$ cat config.mk
export PLATFORM = sky130hd
export DESIGN_NAME = hex_dump_tx
export DESIGN_NICKNAME = d
export VERILOG_FILES = /design/src/rtl/hex_dump_tx.sv
export SDC_FILE = /design/constraint.sdc
export NUM_CORES = 1
export LEC_CHECK = 0
export CORE_ASPECT_RATIO = 1.1
export CORE_MARGIN = 3
export CORE_UTILIZATION = 54
export CTS_CLUSTER_SIZE = 25
export DETAILED_ROUTE_END_ITERATION = 6
export MAX_ROUTING_LAYER = met4
export PLACE_DENSITY = 0.74
export REMOVE_ABC_BUFFERS = 1
export SYNTH_ARGS = -nofsm -noshare
export SYNTH_HDL_FRONTEND = slang
export SYNTH_SLANG_ARGS = --single-unit
$ cat constraint.sdc
create_clock -name clk -period 6.01 [get_ports clk]
set_input_delay 0.9015 -clock clk [delete_from_list [all_inputs] [get_ports clk]]
set_output_delay 0.9015 -clock clk [all_outputs]
set_load 0.01 [all_outputs]
$ cat src/rtl/hex_dump_tx.sv
// hex_dump_tx: buffers incoming bytes in a small FIFO and sends each one to a
// UART transmitter as two uppercase hex characters plus a separator (space, or
// CR LF at end of line). A flush request terminates a partial line.
module hex_dump_tx #(
   parameter int FIFO_DEPTH     = 4,
   parameter int BYTES_PER_LINE = 16
) (
   input  logic       clk,
   input  logic       resetn,
   input  logic       in_valid,
   input  logic [7:0] in_data,
   output logic       in_ready,
   output logic       overflow,
   input  logic       flush,
   output logic       tx_en,
   output logic [7:0] tx_data,
   input  logic       tx_busy,
   output logic       idle
);

   localparam int         AW  = $clog2(FIFO_DEPTH);
   localparam logic [7:0] BPL = 8'(BYTES_PER_LINE);

   typedef enum logic [1:0] {S_IDLE, S_SEND, S_ARM, S_WAIT} state_t;
   typedef enum logic [2:0] {C_HI, C_LO, C_SP, C_CR, C_LF} char_t;

   // FIFO storage and pointers (one extra pointer bit distinguishes full from empty)
   logic [7:0]  mem_q [FIFO_DEPTH];
   logic [AW:0] wr_ptr_q, rd_ptr_q;
   logic        fifo_full, fifo_empty, fifo_wr, fifo_rd;

   // Formatter state
   state_t      state_q, state_d;
   char_t       char_q, char_d;
   logic [7:0]  byte_q;
   logic [7:0]  col_q, col_d;
   logic [1:0]  arm_cnt_q, arm_cnt_d;
   logic        flush_pend_q, flush_pend_d, flush_clr;
   logic        tx_en_q, tx_en_d;
   logic [7:0]  tx_data_q, tx_data_d;
   logic        overflow_q, overflow_d;
   logic        advance;
   logic [7:0]  cur_char;
   logic [7:0]  col_inc;

   function automatic logic [7:0] hex_char(input logic [3:0] nib);
      return (nib < 4'd10) ? (8'h30 + {4'h0, nib}) : (8'h37 + {4'h0, nib});
   endfunction

   assign fifo_empty = (wr_ptr_q == rd_ptr_q);
   assign fifo_full  = (wr_ptr_q[AW] != rd_ptr_q[AW]) &&
                       (wr_ptr_q[AW-1:0] == rd_ptr_q[AW-1:0]);
   assign in_ready   = ~fifo_full;
   assign fifo_wr    = in_valid & ~fifo_full;
   assign overflow_d = in_valid & fifo_full;
   assign col_inc    = 8'(col_q + 8'd1);

   assign overflow = overflow_q;
   assign tx_en    = tx_en_q;
   assign tx_data  = tx_data_q;
   assign idle     = (state_q == S_IDLE) & fifo_empty & ~flush_pend_q;

   // Character currently selected for transmission
   always_comb begin
      cur_char = 8'h20;
      case (char_q)
         C_HI:    cur_char = hex_char(byte_q[7:4]);
         C_LO:    cur_char = hex_char(byte_q[3:0]);
         C_SP:    cur_char = 8'h20;
         C_CR:    cur_char = 8'h0D;
         C_LF:    cur_char = 8'h0A;
         default: cur_char = 8'h20;
      endcase
   end

   // Next-state logic: IDLE picks flush or a FIFO byte, SEND loads the UART,
   // ARM waits for busy (with timeout), WAIT waits for the character to finish
   always_comb begin
      state_d   = state_q;
      char_d    = char_q;
      col_d     = col_q;
      arm_cnt_d = arm_cnt_q;
      tx_en_d   = 1'b0;
      tx_data_d = tx_data_q;
      flush_clr = 1'b0;
      fifo_rd   = 1'b0;
      advance   = 1'b0;
      case (state_q)
         S_IDLE: begin
            if (flush_pend_q) begin
               flush_clr = 1'b1;
               if (col_q != 8'd0) begin
                  col_d   = 8'd0;
                  char_d  = C_CR;
                  state_d = S_SEND;
               end
            end else if (!fifo_empty) begin
               fifo_rd = 1'b1;
               char_d  = C_HI;
               state_d = S_SEND;
            end
         end
         S_SEND: begin
            if (!tx_busy) begin
               tx_en_d   = 1'b1;
               tx_data_d = cur_char;
               arm_cnt_d = 2'd0;
               state_d   = S_ARM;
            end
         end
         S_ARM: begin
            if (tx_busy) begin
               state_d = S_WAIT;
            end else if (arm_cnt_q == 2'd3) begin
               // transmitter never acknowledged; treat the character as sent
               advance = 1'b1;
            end else begin
               arm_cnt_d = 2'(arm_cnt_q + 2'd1);
            end
         end
         S_WAIT: begin
            if (!tx_busy) advance = 1'b1;
         end
         default: state_d = S_IDLE;
      endcase

      if (advance) begin
         case (char_q)
            C_HI: begin
               char_d  = C_LO;
               state_d = S_SEND;
            end
            C_LO: begin
               state_d = S_SEND;
               if (col_inc == BPL) begin
                  col_d  = 8'd0;
                  char_d = C_CR;
               end else begin
                  col_d  = col_inc;
                  char_d = C_SP;
               end
            end
            C_CR: begin
               char_d  = C_LF;
               state_d = S_SEND;
            end
            default: state_d = S_IDLE;
         endcase
      end
   end

   // A new flush request always wins over a same-cycle clear
   assign flush_pend_d = flush | (flush_pend_q & ~flush_clr);

   // FIFO data array: written only, read into byte_q when the FSM pops
   always_ff @(posedge clk) begin
      if (fifo_wr) mem_q[wr_ptr_q[AW-1:0]] <= in_data;
   end

   // Popped byte register (registered read of the FIFO array)
   always_ff @(posedge clk or negedge resetn) begin
      if (!resetn)      byte_q <= 8'h00;
      else if (fifo_rd) byte_q <= mem_q[rd_ptr_q[AW-1:0]];
   end

   // State, pointers and registered outputs
   always_ff @(posedge clk or negedge resetn) begin
      if (!resetn) begin
         wr_ptr_q     <= '0;
         rd_ptr_q     <= '0;
         state_q      <= S_IDLE;
         char_q       <= C_HI;
         col_q        <= 8'd0;
         arm_cnt_q    <= 2'd0;
         flush_pend_q <= 1'b0;
         tx_en_q      <= 1'b0;
         tx_data_q    <= 8'h00;
         overflow_q   <= 1'b0;
      end else begin
         if (fifo_wr) wr_ptr_q <= wr_ptr_q + 1'b1;
         if (fifo_rd) rd_ptr_q <= rd_ptr_q + 1'b1;
         state_q      <= state_d;
         char_q       <= char_d;
         col_q        <= col_d;
         arm_cnt_q    <= arm_cnt_d;
         flush_pend_q <= flush_pend_d;
         tx_en_q      <= tx_en_d;
         tx_data_q    <= tx_data_d;
         overflow_q   <= overflow_d;
      end
   end

endmodule

==> out/metrics.cfg <==
[critical_path]
crit_type = reg -> out
critPathArrivalTime_ns = 2.29
cp.required_ns = 5.11
critPathMaxFanout = 11
rrSetupSlack_ns = 3.41
startpoint_type = flop
cp-end-kind = output pin

[sta]
fin_crit_ns = 3.20
hold_ws_ns = 0.485
report.final.slew_viol_count = 0
setup-tns-final_ns = 0
maxSlewHeadroom_pct = 28.9
clock_skew_ns = 0.0100
hold_viol = 0
timing.fmax_ghz = 0.313
setup_violations = 0
fin_crit_sh_pct = 53.2
tightestPinTransition_ns = 1.06
rsz0062_at_grt = no

[grt]
overflow = 0
grt_usage_pct = 18.5
antenna_found_initial = 0
grt_max_degree = 40
grt_pass1_wl_um = 10200
grt_pass1_vias = 2178

[synth]
synth_ff_type = dfrtp_1
ys_seq_area_share_pct = 56.1
ys_async_sr_fraction_pct = 54.9
synth_edf_count = 32
netlist.area_leader.share_pct = 28.3
avgSynthCellArea_um2 = 12.0
synth.area.top_cells = dfrtp_1 28%, edfxtp_1 28%, ha_1 5.8%, mux4_2 5.2%, nand2_1 3.2%
synth-seq-cells = 71
synth_area_um2 = 3450
yosysMostFrequentCell = dfrtp_1
yosys.area.top_type = dfrtp_1
synth-warning-count = 0
netlist_instances = 287
yosys-top-cells-count = 39 x dfrtp_1, 32 x edfxtp_1, 29 x nand2_1, 21 x o21ai_0, 18 x inv_1
yosysUniqueCellTypes = 49

[power]
pwr-share-seq_pct = 43.9
pwr-share-clk_pct = 20.3
power.density_nw_per_um2 = 472
swShare_pct = 35.7
leakagePower_nw = 1.55
max-vdd-ir-drop_mv = 0.230
p_switching_uw = 660
internal_power_mw = 1.19
comb_power_share_pct = 35.9

[route]
vias = 2193
ant_nets = 0
drt_iter0_markers = 154
dr.pass1.iters = 4
drc_errors = 0
via_per_inst = 5.61
post_drt_wl_per_cell_um = 15.1
wl_um = 5900

[outcome]
status = finished, final reports clean

[die]
die_height_um = 89.8
fp.dieW_um = 82.2
core-area_um2 = 5990
die-area_um2 = 7390
ios = 25
rows = 29
initial_core_util_pct = 57.6

[place]
place.gp.congestion = 0.891
port_buffers = 23
hpwlAfterDp_um = 4130

[clocking]
htreeDepth = 3
cts_buffer_depth = 2
cts_setup_buffers = 0
clock_latency_ns = 0.35
clock-sinks = 71
cts_tree = built
post_cts_resized = 0
ctsHoldBuffers = 0
cts_buffers = 9
cts_root_buf = clkbuf_8
clkTransAtPathRegs_ns = 0.08

[final_layout]
nFillCells = 467
antenna_cells = 0
multi_input_area_um2 = 1390
ff_latch_area_um2 = 1940
layout.nets = 338
areaGrowthSynthToFinish_pct = 13.4
drive_above_1_share_pct = 12.1

[hold_path]
min_path_type = reg -> reg

[flow_run]
cap_violations = 0

[worst max-delay path, stage by stage (launching register included)]
cell and delay [ns]:
dfrtp_1 0.74, xnor2_1 0.23, nand3b_1 0.22, nor3_1 0.18, clkdlybuf4s50_1 0.57
[registers in the layout (all words and copies together), names as in the netlist]
signal	cells
wr_ptr_q	3
rd_ptr_q	3
col_q	8
tx_data	7
arm_cnt_q	2
char_q	3
overflow	1
byte_q	8
state_q	2
tx_en	1
mem_q	32
flush_pend_q	1
[cell families after synthesis]
logic type	count (synthesis)	synth area share [%]
buffers and inverters	30	3.55
adders and majority gates	16	5.80
xor gates and xnor gates	9	2.28
other	1	0.109
AOI/OAI and AO/OA	64	12.7
and+or+nand+nor	80	11.5
DFF	71	56.1
muxes	16	7.90
[per-stage QoR]
step	util (%)	instance area [um^2]	std cells	setup WS, ns	power [mW]
after floorplan	-	3400	275	3.78	1.28
after global placement	62.1	3720	375	3.12	1.47
after detailed placement	62.1	3720	375	3.14	1.49
after CTS	65.4	3910	391	2.74	1.87
after global routing	65.4	3910	391	2.60	1.99
final	65.4	3910	391	2.81	1.85
[area by class of cell]
type                       count  area share, %
sequential                    71           49.5
clock inverter                 7           1.82
tap                           77           2.46
multi-input combinational    186           35.6
clock buffer                   9           3.17
inverter                      18           1.73
timing repair buffer          23           5.76
[layout by cell type (no fill, tap or decap), drive strengths merged, types with 2 or more instances in the layout]
cell            n
dfrtp          39
edfxtp         32
nand2          29
clkdlybuf4s50  22
o21ai          22
inv            20
ha             16
nor2           14
a21oi          11
clkbuf          9
mux4            8
nor3            7
nand3           7
mux2            7
xnor2           6
nand2b          6
and2            4
a22o            4
a211oi          4
xor2            3
or3             3
nand4           3
a31oi           3
o22ai           3
o31ai           3
o41ai           3
a211o           2
clkinvlp        2
or4             2
o221ai          2
and3            2
clkinv          2
[routing by layer]
layer | wire length [um] | vias up | part of all wire, % | global-route usage (%)
met2 | 2930 | 42 | 50 | 28.3
met3 | 181 | 9 | 3.1 | 3.30
li1 | - | 1087 | - | -
met4 | 97 | 0 | 1.6 | 8.73
met1 | 2690 | 1055 | 46 | 23.5
met5 | 0 | - | 0 | -
[power by group through the flow]
stage | logic [mW] | registers (mW) | clock network, mW
floorplan | 0.494 | 0.789 | 0
global placement | 0.653 | 0.813 | 0
detailed placement | 0.668 | 0.822 | 0
CTS | 0.674 | 0.812 | 0.381
global route | 0.745 | 0.836 | 0.409
finish | 0.662 | 0.810 | 0.374
[final timing paths]
kind	depth (start not counted)	startpoint	endpoint
setup / recovery	4	rd_ptr_q[0]	idle
setup reg to reg	4	rd_ptr_q[0]	rd_ptr_q[1]
max in group asynchronous	1	resetn	wr_ptr_q[0]
hold reg to reg	2	tx_data[3]	tx_data[3]
hold / removal	2	tx_data[3]	tx_data[3]
min in group asynchronous	1	resetn	tx_data[6]
Note: power is estimated with default switching activity, not from simulation.
==> patch: new RTL, same settings <==
Take the reset off `tx_data_q` and load it in a clocked block of its own.
--- a/src/rtl/hex_dump_tx.sv
+++ b/src/rtl/hex_dump_tx.sv
@@ -175,5 +175,4 @@
          flush_pend_q <= 1'b0;
          tx_en_q      <= 1'b0;
-         tx_data_q    <= 8'h00;
          overflow_q   <= 1'b0;
       end else begin
@@ -186,9 +185,12 @@
          flush_pend_q <= flush_pend_d;
          tx_en_q      <= tx_en_d;
-         tx_data_q    <= tx_data_d;
          overflow_q   <= overflow_d;
       end
    end
 
+   always_ff @(posedge clk) begin
+      tx_data_q <= tx_data_d;
+   end
+
 endmodule
 
Check against the original RTL: differs if resetn is asserted again (counterexample within 4 cycles, from zero or initial values and one cycle with resetn low); with resetn held inactive, the same outputs for 10 cycles.
==> patch against the unedited design <==
Setup slack improved by 55 ps. Design area fell by 0.86%. Count of clock-buffer cells in the layout did not move. Cell count fell by 0.77%. Core utilization fell by 0.17 points. Wire length fell by 3.3%. Power fell by 3.6%. Area after synthesis fell by 0.80%. Sequential cell count did not move. First-iteration DRC count rose by 49%. Global-route usage rose by 0.17 points. Fmax rose by 1.7%. Critical path depth did not move. Largest cell class unchanged.
==> patch: results (changes against the unedited design) <==
Cells and area
  – Nets: 335 (-0.89%)
  – Layout cells sized above 1: 0.116 (-0.00526)

Placement
  – GPL Wtd Cong: 0.918 (+3.0%)
  – DP Worst Slack: 3210 ps (+71.1 ps)
  – Post-Place Cells: 372 (-0.80%)

Synthesis
  – Distinct cells, synth: 48 (-2.0%)
  – Register area share after synthesis: 0.576 (+0.0147)
  – Number of flops mapped to enable cells by yosys: 39 (+22%)
  – Async set or reset register ratio after synthesis: 0.451 (-0.0986)
  – Main synth FF type: edfxtp_1
  – Post-Synth Adder-Cell Area: 0.0585 (+0.000466)
  – Mux share of post-synthesis cell area: 0.0753 (-0.00375)
  – Synth Area in Compound Gates: 0.109 (-0.0187)
  – Synth area leaders: edfxtp_1 34%, dfrtp_1 23%, ha_1 5.8%, mux4_2 5.3%, o21ai_0 3.7%
  – Synth cell count leaders: 39 x edfxtp_1, 32 x dfrtp_1, 29 x nand2_1
  – Avg Inst Size Synth: 12.2 µm² (+1.3%)

Power
  – Clk pwr: 362 µW (-3%)
  – VDD IR max: 0.294 mV (+28%)
  – P_int: 1140 µW (-4.1%)
  – Logic power comb: 599 µW (-9.5%)
  – Combinational power share: 0.336 (-0.023)

Timing
  – Clock skew: 7.43 ps (-2.61 ps)
  – Slew @ Worst Pin: 737 ps (-325 ps)

Global routing
  – First-pass GRT wire length: 9760 µm (-3.9%)
  – Vias in the first global route: 2091 (-4.0%)
  – Routing usage on met2: 0.288 (+0.00460)
  – Met3 usage: 0.0373 (+0.00430)
  – Largest net degree at the start of global routing: 33 (-18%)
  – M1 GR Usage: 0.232 (-0.00277)
  – Gr usage total: 0.186 (+0.00174)

Outcome
  – Outcome: completed

Route
  – Wire length on met1: 2640 µm (-1.7%)
  – Post-DR vias/cell: 5.64 (+0.59%)
  – DR vias: 2189 (-0.18%)
  – Metal3 WL: 276 µm (+52%)
  – Drt initial violations: 229 (+49%)
  – DR WL met2: 2690 µm (-8.1%)
  – Per-cell routed wire length: 14.7 µm (-2.5%)
  – Highest routed layer: met4

CTS
  – Longest Clk Path Bufs: 2 (unchanged)

Worst setup path
  – CP arrival: 2240 ps (-50 ps)
  – Worst path max stage delay: 770 ps (+30 ps)
## patch: layout make-up
| type | count | area, µm² |
|---|---|---|
| Fill cell | 462 | 2070 |
| Clock inverter | 7 | 63.8 |
| Tap cell | 77 | 96.3 |
| Clock buffer | 9 | 124 |
| Multi-Input combinational cell | 183 | 1320 |
| Inverter | 17 | 63.8 |
| Timing Repair Buffer | 24 | 238 |
| Sequential cell | 71 | 1970 |
## patch: path summary, 6_finish.rpt
path / cells after the start / end / slack (ps) / startpoint
setup / recovery: 4 / idle / 2870 / rd_ptr_q[0]
hold / removal: 1 / wr_ptr_q[2] / 510 / wr_ptr_q[2]
max in group asynchronous: 2 / col_q[4] / 4750 / resetn
min in group asynchronous: 2 / rd_ptr_q[2] / 940 / resetn
setup reg to reg: 4 / byte_q[3] / 3690 / rd_ptr_q[0]
hold reg to reg: 1 / wr_ptr_q[2] / 510 / wr_ptr_q[2]
